File: src/rtl/fx2_cmd_responder.sv
// Host command responder: decodes register read/write packets from the FX2
// command byte stream, drives the register bus and returns a framed reply.
module fx2_cmd_responder #(
  parameter int unsigned ADDR_W      = 8,
  parameter int unsigned DATA_W      = 32,
  parameter int unsigned CMD_TIMEOUT = 1024
) (
  input  logic              fx2_clk,
  input  logic              reset_n,
  input  logic [7:0]        cmd,
  input  logic              cmd_wr,
  output logic [7:0]        reply,
  output logic              reply_rdy,
  input  logic              reply_ack,
  output logic              reply_end,
  output logic [ADDR_W-1:0] reg_addr,
  output logic              reg_wr,
  output logic [DATA_W-1:0] reg_wdata,
  output logic              reg_rd,
  input  logic [DATA_W-1:0] reg_rdata,
  output logic              busy
);

  localparam int unsigned NB    = DATA_W / 8;
  localparam int unsigned IDX_W = $clog2(NB + 2);
  localparam int unsigned NSLOT = 1 << IDX_W;
  localparam int unsigned TO_W  = $clog2(CMD_TIMEOUT + 1);

  localparam logic [7:0] OP_READ   = 8'h01;
  localparam logic [7:0] OP_WRITE  = 8'h02;
  localparam logic [7:0] ST_RD_OK  = 8'h30;
  localparam logic [7:0] ST_WR_OK  = 8'h31;
  localparam logic [7:0] ST_BADOP  = 8'h6E;
  localparam logic [7:0] ST_TMOUT  = 8'h74;

  typedef enum logic [2:0] {
    S_IDLE,
    S_GET_ADDR,
    S_GET_DATA,
    S_REG_RD,
    S_REG_WAIT,
    S_REG_WR,
    S_REPLY
  } state_t;

  state_t             r_state;
  state_t             w_next;
  logic [7:0]         r_op;
  logic [ADDR_W-1:0]  r_addr;
  logic [DATA_W-1:0]  r_wdata;
  logic [7:0]         r_rx_cnt;
  logic [TO_W-1:0]    r_to_cnt;
  logic               r_ovr;
  logic [IDX_W-1:0]   r_ridx;
  logic [IDX_W-1:0]   r_last;
  logic [7:0]         r_rbuf [NSLOT];

  logic               w_rx_open;
  logic               w_timeout;
  logic               w_ack;
  logic               w_last;
  logic               w_ovr_evt;
  logic               w_data_done;
  logic               w_op_ok;
  logic [7:0]         w_ovr_bit;

  assign w_rx_open   = (r_state == S_GET_ADDR) || (r_state == S_GET_DATA);
  assign w_timeout   = w_rx_open && !cmd_wr && (r_to_cnt == TO_W'(CMD_TIMEOUT - 1));
  assign w_ack       = (r_state == S_REPLY) && reply_ack;
  assign w_last      = (r_ridx == r_last);
  assign w_ovr_evt   = cmd_wr && (r_state != S_IDLE) && !w_rx_open;
  assign w_data_done = cmd_wr && (r_rx_cnt == 8'(NB + 1));
  assign w_op_ok     = (cmd == OP_READ) || (cmd == OP_WRITE);
  assign w_ovr_bit   = {r_ovr, 7'b0};

  always_ff @(posedge fx2_clk or negedge reset_n) begin
    if (!reset_n) r_state <= S_IDLE;
    else          r_state <= w_next;
  end

  always_comb begin
    w_next = r_state;
    case (r_state)
      S_IDLE:     if (cmd_wr) w_next = w_op_ok ? S_GET_ADDR : S_REPLY;
      S_GET_ADDR: begin
        if (cmd_wr)         w_next = (r_op == OP_READ) ? S_REG_RD : S_GET_DATA;
        else if (w_timeout) w_next = S_REPLY;
      end
      S_GET_DATA: begin
        if (w_data_done)    w_next = S_REG_WR;
        else if (w_timeout) w_next = S_REPLY;
      end
      S_REG_RD:   w_next = S_REG_WAIT;
      S_REG_WAIT: w_next = S_REPLY;
      S_REG_WR:   w_next = S_REPLY;
      S_REPLY:    if (w_ack && w_last) w_next = S_IDLE;
      default:    w_next = S_IDLE;
    endcase
  end

  always_ff @(posedge fx2_clk or negedge reset_n) begin
    if (!reset_n) begin
      r_op     <= '0;
      r_addr   <= '0;
      r_wdata  <= '0;
      r_rx_cnt <= '0;
      r_to_cnt <= '0;
      r_ovr    <= 1'b0;
      r_ridx   <= '0;
      r_last   <= '0;
      for (int unsigned i = 0; i < NSLOT; i++) r_rbuf[i] <= '0;
    end else begin
      if (w_rx_open && !cmd_wr) r_to_cnt <= r_to_cnt + TO_W'(1);
      else                      r_to_cnt <= '0;

      // Status byte latched its overrun bit at frame load; only clear what was reported.
      if (w_ack && (r_ridx == '0)) r_ovr <= w_ovr_evt || (r_ovr && !r_rbuf[0][7]);
      else if (w_ovr_evt)          r_ovr <= 1'b1;

      case (r_state)
        S_IDLE: begin
          if (cmd_wr) begin
            r_op     <= cmd;
            r_rx_cnt <= 8'd1;
            if (!w_op_ok) begin
              r_rbuf[0] <= ST_BADOP | w_ovr_bit;
              r_rbuf[1] <= cmd;
              r_last    <= IDX_W'(1);
              r_ridx    <= '0;
            end
          end
        end
        S_GET_ADDR, S_GET_DATA: begin
          if (cmd_wr) begin
            r_rx_cnt <= r_rx_cnt + 8'd1;
            if (r_state == S_GET_ADDR) r_addr  <= ADDR_W'(cmd);
            else                       r_wdata <= {cmd, r_wdata[DATA_W-1:8]};
          end else if (w_timeout) begin
            r_rbuf[0] <= ST_TMOUT | w_ovr_bit;
            r_rbuf[1] <= r_rx_cnt;
            r_last    <= IDX_W'(1);
            r_ridx    <= '0;
          end
        end
        S_REG_WAIT: begin
          r_rbuf[0] <= ST_RD_OK | w_ovr_bit;
          r_rbuf[1] <= 8'(r_addr);
          for (int unsigned i = 0; i < NB; i++) r_rbuf[i + 2] <= reg_rdata[8*i +: 8];
          r_last    <= IDX_W'(NB + 1);
          r_ridx    <= '0;
        end
        S_REG_WR: begin
          r_rbuf[0] <= ST_WR_OK | w_ovr_bit;
          r_rbuf[1] <= 8'(r_addr);
          r_last    <= IDX_W'(1);
          r_ridx    <= '0;
        end
        S_REPLY: begin
          if (w_ack) r_ridx <= w_last ? '0 : r_ridx + IDX_W'(1);
        end
        default: ;
      endcase
    end
  end

  assign reply_rdy = (r_state == S_REPLY);
  assign reply     = reply_rdy ? r_rbuf[r_ridx] : '0;
  assign reply_end = reply_rdy && w_last;
  assign reg_wr    = (r_state == S_REG_WR);
  assign reg_rd    = (r_state == S_REG_RD);
  assign busy      = (r_state != S_IDLE);
  assign reg_addr  = r_addr;
  assign reg_wdata = r_wdata;

endmodule
File: config.mk
export PLATFORM = sky130hd
export DESIGN_NAME = fx2_cmd_responder
export DESIGN_NICKNAME = d
export VERILOG_FILES = /design/src/rtl/fx2_cmd_responder.sv
export SDC_FILE = /design/constraint.sdc
export NUM_CORES = 1
export LEC_CHECK = 0
export ABC_AREA = 1
export CAP_MARGIN = 25
export CORE_MARGIN = 2
export CORE_UTILIZATION = 50
export CTS_CLUSTER_SIZE = 16
export DETAILED_ROUTE_END_ITERATION = 10
export PLACE_DENSITY = 0.73
export SYNTH_ARGS = -nofsm -noshare
export SYNTH_HDL_FRONTEND = slang
export SYNTH_SLANG_ARGS = --single-unit
File: constraint.sdc
create_clock -name fx2_clk -period 5.2 [get_ports fx2_clk]
set_input_delay 1.3 -clock fx2_clk [delete_from_list [all_inputs] [get_ports fx2_clk]]
set_output_delay 1.3 -clock fx2_clk [all_outputs]
set_load 0.005 [all_outputs]
==> flow_summary.ini <==
[synthesis]
yosysWarnings = 16
ys_seq_elements = 121
synth_top_family_by_area = simple AND/OR/NAND/NOR gates
synth_edf_count = 0
synth_nets = 717
synth_adder_area_share_pct = 1.09
syn_area_per_cell_um2 = 8.62
synthMuxAreaShare_pct = 6.46
synthesis.instances = 668
yosysSeqAreaShare_pct = 52.6
synth_xor_xnor_area_share_pct = 1.07
ys.flop_type = dfrtp_1
synth_area_mm2 = 0.00576
async_reset_ff_share_pct = 100
synth-compound-area-share_pct = 10.0
synth.distinct_cells = 31
synthSimpleGateAreaFrac_pct = 22.7

[clock_network]
cts_tree = built
cts_resized = 0
cts_hold_buf = 0
root_buffer = clkbuf_16
cts_inserted_buffers = 17
ctsHtreeMaxLevel = 4
clock_latency_ps = 410
cts.sinks = 121
post_cts_buffers = 0
clk_pin_slew_ps = 50
clock_path_buffers = 2

[worst_setup_path]
crit_arrival_ps = 2840
r2r-start = r_ridx[0]$_DFFE_PN0P_
start_kind = flop
crit_fanout = 30
worstPathRequired_ps = 3900
critPathCaptureType = output port
crit_type = reg -> out
r2r_setup_slack_ps = 2460
critPathLaunch = r_ridx[0]$_DFFE_PN0P_

[timing]
finalHoldViolations = 0
final-max-slew-violation-count = 0
finClkSkew_ps = 8.60
timing.final.crit_share_pct = 79.6
setup_ws_ps = 1060
finalSetupViolCount = 0
tns_ps = 0
worst_pin_slew_ps = 935
maxSlewHeadroom_pct = 37.4
min_period_ps = 4140
rsz0062_at_grt = no
max_freq_ghz = 0.242

[finish]
final_cell_mix = 192 x nand2_1, 121 x dfrtp_1, 95 x clkdlybuf4s50_1, 67 x o21ai_0, 58 x inv_1
mostFrequentLayoutCell = nand2_1
antenna_cells = 0
syn_to_final_growth_pct = 28.0
nFillCells = 982
drive_gt1_share_pct = 10.3
final_net_count = 810

[pwr]
p_switching_mw = 1.49
power_leakage_nw = 3.40
power_density_mw_per_mm2 = 581
p_comb_share_pct = 36.5
p_seq_share_pct = 37.5
clkPwrFrac_pct = 26.0
switching_share_pct = 34.9
p_int_mw = 2.79
ir_worst_vdd_mv = 0.451
total_power_mw = 4.28

[placement]
place_hpwl_um = 9960
pre_cts_slack_ps = 1500
gp_congestion = 0.858
port_buffers = 96

[job]
maxCapViolations = 0

[global_route]
grt_first_pass_wirelength_um = 23700
overflow = 0
first_global_vias = 4710
antenna_found_initial = 0
grt_max_degree = 58
grt_use_total_pct = 23.8

[detailed_routing]
route.detailed.drc = 0
drt_iter0_drc = 404
antenna_left = 0
first_pass_iters = 6
routed-via-count = 4906
wl_per_cell_um = 15.2
via_per_inst = 5.35
routed_wirelength_um = 13900

[floorplan]
dieWidth_um = 111
coreArea_mm2 = 0.0113
die_area_mm2 = 0.0124
io_pins = 97
initial_core_util_pct = 50.8
fp-row-count = 39
die_height_um = 111

[hold_path]
hp-class = reg -> reg
hold_start = r_to_cnt[0]$_DFF_PN0_

[outcome]
status = completed
[metrics by stage]
step,instance area [um^2],cells,util [%],hold WS [ps]
after global routing,7370,917,65.1,495
after CTS,7370,917,65.1,473
after floorplan,5760,668,-,433
final,7370,917,65.1,468
after detailed placement,6800,885,60.1,467
after global placement,6800,885,60.1,448
[layout make-up]
class | instances | area (um^2) | share of cell area [%]
clock buffer | 23 | 468 | 6.35
clock inverter | 9 | 97.6 | 1.32
inverter | 61 | 229 | 3.11
multi-input combinational | 460 | 2380 | 32.3
sequential | 121 | 3030 | 41.1
tap | 143 | 179 | 2.43
timing repair buffer | 100 | 988 | 13.4
[registers in the layout (all words and copies together), names as in the netlist]
name,count
r_rbuf,46
r_op,8
r_ovr,1
r_ridx,3
r_to_cnt,11
reg_wdata,32
r_last,1
reg_addr,8
r_state,3
r_rx_cnt,8
[power groups by stage]
| stage | sequential [mW] | combinational (mW) | clock, mW |
|---|---|---|---|
| floorplan | 1.51 | 1.02 | 0 |
| global placement | 1.60 | 1.52 | 0 |
| detailed placement | 1.61 | 1.56 | 0 |
| CTS | 1.60 | 1.57 | 1.13 |
| global route | 1.65 | 1.76 | 1.18 |
| finish | 1.61 | 1.56 | 1.11 |
[cell families after synthesis]
family / Yosys count
AO/OA/AOI/OAI: 107
XOR/XNOR: 7
adder cells (fa/ha/maj): 5
buffers and inverters: 87
flip-flops: 121
multiplexers: 33
AND/OR/NAND/NOR: 308
[synth_stat cells, types with 2 or more instances]
| cell | n | area share [%] |
|---|---|---|
| a21oi_1 | 19 | 1.7 |
| buf_2 | 9 | 0.78 |
| clkbuf_1 | 15 | 0.98 |
| dfrtp_1 | 121 | 53 |
| ha_1 | 5 | 1.1 |
| inv_1 | 58 | 3.8 |
| inv_2 | 2 | 0.13 |
| mux2_2 | 33 | 6.5 |
| nand2_1 | 192 | 13 |
| nand2_2 | 5 | 0.54 |
| nand3_1 | 25 | 2.2 |
| nand4_1 | 17 | 1.8 |
| nor2_1 | 55 | 3.6 |
| nor2_2 | 2 | 0.22 |
| nor2_4 | 2 | 0.39 |
| nor3_1 | 6 | 0.52 |
| o21a_1 | 9 | 1.2 |
| o21ai_0 | 67 | 5.8 |
| o22ai_1 | 9 | 0.98 |
| xnor2_1 | 2 | 0.30 |
| xor2_1 | 5 | 0.76 |
[layer usage]
| metal | vias up | GRT usage [%] | routed length (um) |
|---|---|---|---|
| met3 | 24 | 6.07 | 785 |
| met4 | 0 | 6.34 | 233 |
| met2 | 156 | 36.0 | 6450 |
| li1 | 2364 | - | - |
| met5 | - | 0 | 0 |
| met1 | 2362 | 34.3 | 6470 |
[worst max-delay path: stages (launching register included)]
cell and delay, ps:
dfrtp_1 840, inv_1 540, a21oi_1 240, nand3_1 150, nor2_1 140, clkdlybuf4s50_1 530
[final timing paths]
check,cells past startpoint,endpoint
setup / recovery,5,reply_end
max in group asynchronous,2,r_rbuf[51]$_DFFE_PN0P_
min in group asynchronous,1,r_op[2]$_DFFE_PN0P_
hold reg to reg,1,r_to_cnt[0]$_DFF_PN0_
setup reg to reg,8,r_state[2]$_DFFE_PN0P_
hold / removal,1,r_to_cnt[0]$_DFF_PN0_
No activity file was read; power rests on OpenSTA's default activity.
==> patch: new RTL, config.mk and constraints unchanged <==
One comparison of `r_rx_cnt` changes from == to >=.
--- a/src/rtl/fx2_cmd_responder.sv
+++ b/src/rtl/fx2_cmd_responder.sv
@@ -71,3 +71,3 @@
   assign w_ovr_evt   = cmd_wr && (r_state != S_IDLE) && !w_rx_open;
-  assign w_data_done = cmd_wr && (r_rx_cnt == 8'(NB + 1));
+  assign w_data_done = cmd_wr && (r_rx_cnt >= 8'(NB + 1));
   assign w_op_ok     = (cmd == OP_READ) || (cmd == OP_WRITE);
Check against the original RTL: no difference found for any inputs over 4 cycles, from zero or initial values and one cycle with reset_n low; that may be too few to reach the edited logic, so the function may still have changed.
==> patch against the original RTL <==
- synthesized area up 0.13%
- sequential cell count unchanged
- routed wire length increased by 2.8%
- final area fell by 0.44%
- die area rose by 0.13%
- highest routed layer unchanged
- non-clock buffer count is 1 higher
- setup slack improved by 0.27 ns
- power rose by 0.75%
==> patch: results <==
set metrics [dict create \
    outcome "finished clean" \
    arrival_ns 2.57 \
    drtIter0Drc 300 \
    grt_max_degree 68 \
    track_usage 0.247 \
    synth-xor-area-share 0.0137 \
    tightestPinTransition_ns 0.835 \
    drt-total-wl_mm 14.3 \
    crit_fanout 24 \
    n_clock_buffer 30 \
    dp_hpwl_mm 10.1 \
    synth_common_cells "211 x nand2_1, 121 x dfrtp_1, 64 x o21ai_0" \
    multiInputGateArea_um2 2430 \
    yosysUniqueCellTypes 32 \
    finalNetCount 811 \
    drive_gt1_frac 0.106 \
    yosysSeqAreaShare 0.525 \
    slowest_stage "clkdlybuf4s50_1" \
    placed_cell_area_um2 6810 \
    clock_area_frac 0.0715 \
    fillCellCount 980 \
    slowest_delay_ns 0.54 \
    powerClk_uw 1040 \
    sh_seq_area 0.413 \
    synthesis.nets 716 \
    power_leakage_uw 0.00348 \
    worst_ir_drop_vdd_v 0.000347 \
    first_pass_iters 5 \
    nNonClkBuffers 101 \
    synth_compound_area_frac 0.0842 \
    synthAdderAreaFrac 0.0130 \
]
## patch: final timing paths
| check | start | to | slack [ns] | cells past startpoint |
|---|---|---|---|---|
| max | r_ridx[0]$_DFFE_PN0P_ | reply[0] | 1.33 | 6 |
| min | reg_wdata[3]$_DFFE_PN0P_ | reg_wdata[3]$_DFFE_PN0P_ | 0.48 | 2 |
| max reg2reg | r_state[0]$_DFFE_PN0P_ | r_state[2]$_DFFE_PN0P_ | 2.77 | 8 |
| min reg2reg | reg_wdata[3]$_DFFE_PN0P_ | reg_wdata[3]$_DFFE_PN0P_ | 0.48 | 2 |
| max in group asynchronous | reset_n | r_rx_cnt[5]$_DFFE_PN0P_ | 3.28 | 2 |
| min in group asynchronous | reset_n | reg_wdata[5]$_DFFE_PN0P_ | 1.00 | 1 |
## patch: routing by layer
layer,vias up,global-route usage,routed length (µm)
li1,2365,-,-
met4,0,0.0947,335
met1,2344,0.320,6410
met2,112,0.401,6970
met3,29,0.0659,624
met5,-,0,0
